[src/rtl/tpu_pkg.sv]
// rtl/tpu_pkg.sv - shared types, constants and lane-slicing helper for the systolic feeder
package tpu_pkg;

    localparam int DRAM_W = 64;

    typedef enum logic [2:0] {
        ST_IDLE,
        ST_LOAD_W,
        ST_STREAM_X,
        ST_DRAIN,
        ST_DONE
    } feeder_state_e;

    // Returns lane `lane` of a DRAM word, right-aligned; a 64-bit width yields the whole word.
    function automatic logic [DRAM_W-1:0] lane_slice(input logic [DRAM_W-1:0] word,
                                                     input int lane, input int width);
        logic [DRAM_W-1:0] mask;
        mask = (DRAM_W'(1) << width) - DRAM_W'(1);
        return (word >> (lane * width)) & mask;
    endfunction

endpackage

[src/rtl/skew_buffer.sv]
// rtl/skew_buffer.sv - per-lane diagonal delay, lane i delayed i cycles, data and valid together
module skew_buffer
    import tpu_pkg::*;
#(
    parameter int N      = 8,
    parameter int DATA_W = 8
) (
    input  logic                clk,
    input  logic                rst,
    input  logic [N*DATA_W-1:0] data_i,
    input  logic [N-1:0]        valid_i,
    output logic [N*DATA_W-1:0] data_o,
    output logic [N-1:0]        valid_o
);

    for (genvar i = 0; i < N; i++) begin : g_lane
        logic [DATA_W-1:0] lane_in;
        assign lane_in = DATA_W'(lane_slice(DRAM_W'(data_i), i, DATA_W));

        if (i == 0) begin : g_pass
            assign data_o[DATA_W-1:0] = lane_in;
            assign valid_o[0]         = valid_i[0];
        end else begin : g_chain
            logic [DATA_W-1:0] data_q [i];
            logic [DATA_W-1:0] data_d [i];
            logic [i-1:0]      valid_q;
            logic [i-1:0]      valid_d;

            always_comb begin
                data_d[0]  = lane_in;
                valid_d[0] = valid_i[i];
                for (int k = 1; k < i; k++) begin
                    data_d[k]  = data_q[k-1];
                    valid_d[k] = valid_q[k-1];
                end
            end

            always_ff @(posedge clk) begin
                if (rst) begin
                    for (int k = 0; k < i; k++) data_q[k] <= '0;
                    valid_q <= '0;
                end else begin
                    data_q  <= data_d;
                    valid_q <= valid_d;
                end
            end

            assign data_o[i*DATA_W +: DATA_W] = data_q[i-1];
            assign valid_o[i]                 = valid_q[i-1];
        end
    end

endmodule

[src/rtl/sysray_feeder.sv]
// rtl/sysray_feeder.sv - loads one weight tile then streams skewed activations into the array
// Optional stall counter enabled by SYSRAY_FEEDER_STALL_CNT_EN.
module sysray_feeder
    import tpu_pkg::*;
#(
    parameter int N            = 8,
    parameter int DATA_W       = 8,
    parameter int ROWS_W       = 16,
    parameter int DRAIN_CYCLES = 16
) (
    input  logic                clk,
    input  logic                rst,
    input  logic                start_i,
    input  logic [ROWS_W-1:0]   num_rows_i,
    output logic                busy_o,
    output logic                done_o,
    input  logic [63:0]         dram_read_data_i,
    input  logic                dram_read_valid_i,
    output logic                dram_read_ready_o,
    output logic [N*DATA_W-1:0] sysweight_o,
    output logic [N-1:0]        in_valid_weight_o,
    output logic [N*DATA_W-1:0] sysdata_o,
    output logic [N-1:0]        in_valid_input_o,
    output logic [31:0]         stall_cnt_o
);

    localparam int          LANES_W    = N * DATA_W;
    localparam int          WCNT_W     = $clog2(N) + 1;
    localparam logic [31:0] DRAIN_LAST = 32'(N - 1 + DRAIN_CYCLES);

    if (LANES_W != DRAM_W) begin : g_width_check
        $error("sysray_feeder: N*DATA_W must equal 64");
    end

    feeder_state_e       state_q, state_d;
    logic [ROWS_W-1:0]   rows_q, rows_d;
    logic [WCNT_W-1:0]   wcnt_q, wcnt_d;
    logic [31:0]         drain_q, drain_d;
    logic                busy_q, busy_d, done_q, done_d, ready_q, ready_d;
    logic [LANES_W-1:0]  weight_q, weight_d, x_q, x_d;
    logic [N-1:0]        vw_q, vw_d, vx_q, vx_d;
    logic                accept;
    logic                start_take;

    assign accept     = ready_q & dram_read_valid_i;
    assign start_take = (state_q == ST_IDLE) & start_i;

    always_ff @(posedge clk) begin
        if (rst) state_q <= ST_IDLE;
        else     state_q <= state_d;
    end

    always_comb begin
        state_d = state_q;
        case (state_q)
            ST_IDLE:     if (start_i) state_d = ST_LOAD_W;
            ST_LOAD_W:   if (accept && wcnt_q == WCNT_W'(N - 1))
                             state_d = (rows_q == '0) ? ST_DONE : ST_STREAM_X;
            ST_STREAM_X: if (accept && rows_q == ROWS_W'(1)) state_d = ST_DRAIN;
            ST_DRAIN:    if (drain_q == DRAIN_LAST) state_d = ST_DONE;
            ST_DONE:     state_d = ST_IDLE;
            default:     state_d = ST_IDLE;
        endcase
    end

    // Outputs are registered from the next state so ready/busy/done stay pure functions of state.
    always_comb begin
        rows_d   = rows_q;
        wcnt_d   = wcnt_q;
        if (start_take) begin
            rows_d = num_rows_i;
            wcnt_d = '0;
        end
        if (state_q == ST_LOAD_W && accept)   wcnt_d = wcnt_q + WCNT_W'(1);
        if (state_q == ST_STREAM_X && accept) rows_d = rows_q - ROWS_W'(1);
        drain_d  = (state_q == ST_DRAIN) ? drain_q + 32'd1 : '0;
        busy_d   = (state_d != ST_IDLE);
        done_d   = (state_d == ST_DONE);
        ready_d  = (state_d == ST_LOAD_W) || (state_d == ST_STREAM_X);
        weight_d = (state_q == ST_LOAD_W && accept) ? LANES_W'(dram_read_data_i) : '0;
        vw_d     = (state_q == ST_LOAD_W && accept) ? '1 : '0;
        x_d      = (state_q == ST_STREAM_X && accept) ? LANES_W'(dram_read_data_i) : '0;
        vx_d     = (state_q == ST_STREAM_X && accept) ? '1 : '0;
    end

    always_ff @(posedge clk) begin
        if (rst) begin
            rows_q   <= '0;
            wcnt_q   <= '0;
            drain_q  <= '0;
            busy_q   <= 1'b0;
            done_q   <= 1'b0;
            ready_q  <= 1'b0;
            weight_q <= '0;
            vw_q     <= '0;
            x_q      <= '0;
            vx_q     <= '0;
        end else begin
            rows_q   <= rows_d;
            wcnt_q   <= wcnt_d;
            drain_q  <= drain_d;
            busy_q   <= busy_d;
            done_q   <= done_d;
            ready_q  <= ready_d;
            weight_q <= weight_d;
            vw_q     <= vw_d;
            x_q      <= x_d;
            vx_q     <= vx_d;
        end
    end

    skew_buffer #(.N(N), .DATA_W(DATA_W)) u_skew (
        .clk     (clk),
        .rst     (rst),
        .data_i  (x_q),
        .valid_i (vx_q),
        .data_o  (sysdata_o),
        .valid_o (in_valid_input_o)
    );

`ifdef SYSRAY_FEEDER_STALL_CNT_EN
    logic [31:0] stall_q, stall_d;

    always_comb begin
        stall_d = stall_q;
        if (start_take) stall_d = '0;
        else if (ready_q && !dram_read_valid_i && stall_q != '1) stall_d = stall_q + 32'd1;
    end

    always_ff @(posedge clk) begin
        if (rst) stall_q <= '0;
        else     stall_q <= stall_d;
    end

    assign stall_cnt_o = stall_q;
`else
    assign stall_cnt_o = '0;
`endif

    assign busy_o            = busy_q;
    assign done_o            = done_q;
    assign dram_read_ready_o = ready_q;
    assign sysweight_o       = weight_q;
    assign in_valid_weight_o = vw_q;

endmodule

[config.mk]
export PLATFORM = sky130hd
export DESIGN_NAME = sysray_feeder
export DESIGN_NICKNAME = d
export VERILOG_FILES = /design/src/rtl/tpu_pkg.sv /design/src/rtl/skew_buffer.sv /design/src/rtl/sysray_feeder.sv
export SDC_FILE = /design/constraint.sdc
export NUM_CORES = 1
export LEC_CHECK = 0
export ABC_AREA = 1
export CAP_MARGIN = 20
export CORE_MARGIN = 1
export CORE_UTILIZATION = 55
export CTS_CLUSTER_SIZE = 16
export DETAILED_ROUTE_END_ITERATION = 16
export GPL_TIMING_DRIVEN = 0
export HOLD_SLACK_MARGIN = 0.02
export PLACE_DENSITY = 0.84
export RECOVER_POWER = 100
export SYNTH_ARGS = -nofsm -noshare
export SYNTH_HDL_FRONTEND = slang
export SYNTH_SLANG_ARGS = --single-unit
[constraint.sdc]
create_clock -name clk -period 3.8 [get_ports clk]
set_input_delay 0.76 -clock clk [delete_from_list [all_inputs] [get_ports clk]]
set_output_delay 0.76 -clock clk [all_outputs]
set_load 0.005 [all_outputs]
==> flow_metrics.py <==
metrics = {
    "setup_path": {
        "cpMostUsedCell": "nor2_1",
        "worst_ep_arrival_time_ns": 3.20,
        "crit_chain": "dlygate4sd3_1 -> nand2_1 -> nor2_1 -> inv_1 -> nor2_1 -> inv_1 -> clkbuf_1 -> nor2_1",
        "critPathLaunchType": "input port",
        "max_stage_delay_ns": 0.52,
        "worst_path_max_delay_cell": "dlygate4sd3_1",
        "worst_setup_path_end_kind": "flop",
        "crit_path_max_fanout": 10,
        "required_ns": 4.23,
        "worstSetupPathType": "in2reg",
    },
    "placed_design": {
        "place.gp.congestion": 0.895,
        "dp_cells": 2218,
        "io_buffers": 229,
        "post-dp-hpwl_um": 21400,
    },
    "clocking": {
        "cts.sinks": 419,
        "post_cts_buffers": 0,
        "clk_root_buffer_cell": "clkbuf_16",
        "ctsResizeCount": 0,
        "cts_max_level": 2,
        "cts_buffers": 40,
        "clk_pin_slew_ns": 0.06,
        "cts_buffer_depth": 3,
        "cts.hold.buffers_added": 0,
        "cts_tree": "done",
        "clk_latency_ns": 0.53,
    },
    "drt": {
        "vias_per_cell": 4.51,
        "drt.antenna.violating_nets": 0,
        "drc": 0,
        "vias": 10300,
        "wire_per_inst_um": 13.4,
        "first_iter_violations": 609,
        "routed_wl_um": 30700,
        "dr.pass1.iters": 5,
    },
    "cells_and_area": {
        "drive_gt1_frac": 0.0648,
        "layout.nets": 2025,
        "area_growth_pct": 29.9,
        "fill_cells": 1753,
        "final_cells": 2286,
    },
    "synthesis": {
        "syn_avg_cell_area_um2": 8.33,
        "synth_xor_area_frac": 0.00708,
        "synth_top_family_by_area": "simple AND/OR/NAND/NOR gates",
        "synthAdderAreaFrac": 0.00459,
        "yosys.area_share.simple": 0.205,
        "ys_ff_latch": 419,
        "netlist_instances": 1634,
        "synth_compound_area_frac": 0.0287,
        "synthMuxAreaShare": 0,
        "yosysWarnings": 0,
        "syn_area_mm2": 0.0136,
        "ys_seq_area_frac": 0.616,
        "yosysUniqueCellTypes": 36,
    },
    "floorplan": {
        "start_util": 0.560,
        "ios": 263,
        "die_h_um": 159,
        "core.rowCount": 57,
        "fp.dieW_um": 159,
        "fp.coreArea_mm2": 0.0243,
        "dieArea_mm2": 0.0254,
    },
    "sta": {
        "fin_worst_skew_ns": 0.0105,
        "finalHoldViolations": 0,
        "setup_viol": 0,
        "slew_headroom": 0.532,
        "finalSetupTns_ns": 0,
        "rsz0062_at_grt": "no",
        "period_share": 0.730,
        "clock.fmax_mhz": 360,
        "slew_violations": 0,
        "worst_slew_pin_slew_ns": 0.702,
        "fin_crit_ns": 2.78,
    },
    "outcome": {
        "status": "finished clean",
    },
    "power_and_ir_drop": {
        "p_leak_uw": 0.00778,
        "power.density_mw_per_mm2": 492,
        "ir_drop_uv": 426,
    },
    "global_routing": {
        "grt_pass1_wl_um": 49200,
        "track_usage": 0.244,
        "grt_pass1_vias": 10200,
        "gr-total-overflow": 0,
        "antenna_found_initial": 1,
        "grt_max_degree": 16,
    },
    "hold_path": {
        "hold_class": "reg2reg",
    },
    "flow_run": {
        "max_cap_violations": 0,
    },
}
[per-stage QoR]
| stage | utilization | worst slack [ns] | instance area [µm²] | total power, µW | hold slack [ns] |
|---|---|---|---|---|---|
| after global routing | 0.727 | 0.769 | 17700 | 8980 | 0.387 |
| after global placement | 0.676 | 1.20 | 16400 | 4880 | 0.389 |
| final | 0.727 | 1.02 | 17700 | 8710 | 0.388 |
| after detailed placement | 0.676 | 1.16 | 16400 | 4880 | 0.392 |
| after floorplan | - | 2.05 | 13700 | 4720 | 0.388 |
| after CTS | 0.729 | 1.41 | 17700 | 8760 | 0.388 |
[layout by cell type (no fill, tap or decap), drive strengths merged, types with 3 or more instances in the layout]
master,Yosys,routed
a21oi,40,40
a31oi,6,6
buf,64,42
bufinv,0,3
clkbuf,29,108
clkdlybuf4s50,0,88
clkinv,0,7
conb,1,32
dfxtp,419,419
dlygate4sd3,0,141
ha,5,5
inv,354,353
nand2,147,147
nand3,28,28
nand3b,4,4
nand4,12,12
nor2,465,465
nor3,15,15
o21ai,18,18
or2,6,6
xnor2,4,4
xor2,7,7
[cells by family (layout without fill, tap and decap cells)]
group,Yosys count,after routing
XOR/XNOR,11,11
other,1,33
flip-flops,419,419
adder cells (fa/ha/maj),5,5
AND/OR/NAND/NOR,680,680
AO/OA/AOI/OAI,71,71
buffers and inverters,447,743
[worst paths after layout]
kind | start | end | slack, ns | depth (start not counted)
min reg2reg | u_skew.g_lane[6].g_chain.data_d[20] | u_skew.g_lane[6].g_chain.data_d[12] | 0.39 | 2
min | u_skew.g_lane[6].g_chain.data_d[20] | u_skew.g_lane[6].g_chain.data_d[12] | 0.39 | 2
max reg2reg | state_q[1] | x_q[47] | 1.34 | 9
max | dram_read_valid_i | x_q[47] | 1.02 | 8
[per-layer routing]
layer / routed length, µm / GRT usage
met5: 0 / 0
met2: 15700 / 0.444
met3: 1960 / 0.0612
met1: 12100 / 0.270
met4: 937 / 0.0997
[synth_stat cells]
cell type / number / share of area
a31oi_1: 6 / 0.0028
a21oi_1: 40 / 0.015
inv_1: 345 / 0.095
nand2_4: 1 / 0.00083
nand4_2: 1 / 0.00092
a221oi_2: 1 / 0.0011
ha_1: 5 / 0.0046
clkbuf_1: 29 / 0.0080
buf_4: 49 / 0.027
xnor2_1: 4 / 0.0026
o211ai_1: 2 / 0.0011
o21a_1: 2 / 0.0011
nor3_1: 14 / 0.0051
inv_2: 9 / 0.0025
o21ai_0: 12 / 0.0044
xor2_1: 7 / 0.0045
or2_2: 1 / 0.00046
nand4_1: 11 / 0.0051
nand3b_1: 4 / 0.0022
o21ai_1: 6 / 0.0022
nor2_2: 3 / 0.0014
nand3_2: 4 / 0.0029
conb_1: 1 / 0.00028
nor2_4: 7 / 0.0058
nor2_1: 455 / 0.13
o21bai_1: 1 / 0.00055
nand2_1: 145 / 0.040
a32o_1: 1 / 0.00074
or2_0: 5 / 0.0023
nand3_1: 24 / 0.0088
nand2_2: 1 / 0.00046
and3_1: 1 / 0.00046
dfxtp_1: 419 / 0.62
nor3_4: 1 / 0.0012
buf_2: 15 / 0.0055
nor3b_2: 2 / 0.0018
[critical path: cells and delay by family]
kind	cells	cell delay, ns
and+or+nand+nor	4	1.01
buffers and inverters	4	1.43
[registers in the layout, indices dropped and copies added (netlist names)]
name	count
u_skew.g_lane.g_chain.data_d	168
sysweight_o	64
x_q	64
u_skew.data_o	48
drain_q	32
rows_q	16
u_skew.g_lane.g_chain.data_q	8
u_skew.g_lane.g_chain.valid_q	7
wcnt_q	4
state_q	3
busy_o	1
done_o	1
dram_read_ready_o	1
in_valid_weight_o	1
vx_q	1
[layout make-up]
| type | count | area (µm²) | area share |
|---|---|---|---|
| diodes | 1 | 2.50 | 0.000141 |
| multi-input cells | 799 | 3440 | 0.194 |
| well taps | 324 | 405 | 0.0229 |
| inverters | 354 | 1330 | 0.0751 |
| clock buffers | 57 | 1170 | 0.0660 |
| clock inverters | 10 | 139 | 0.00785 |
| flip-flops and latches | 419 | 8390 | 0.474 |
| plain buffers | 93 | 531 | 0.0300 |
| repair buffers | 229 | 2290 | 0.130 |
[power breakdown]
group          switching, µW  leakage, µW  internal [µW]
Sequential              16.1      0.00338           4410
Combinational            192      0.00376            164
Clock                   1590     0.000640           2340
Total                   1790      0.00778           6910
No activity file was read; power rests on OpenSTA's default activity.
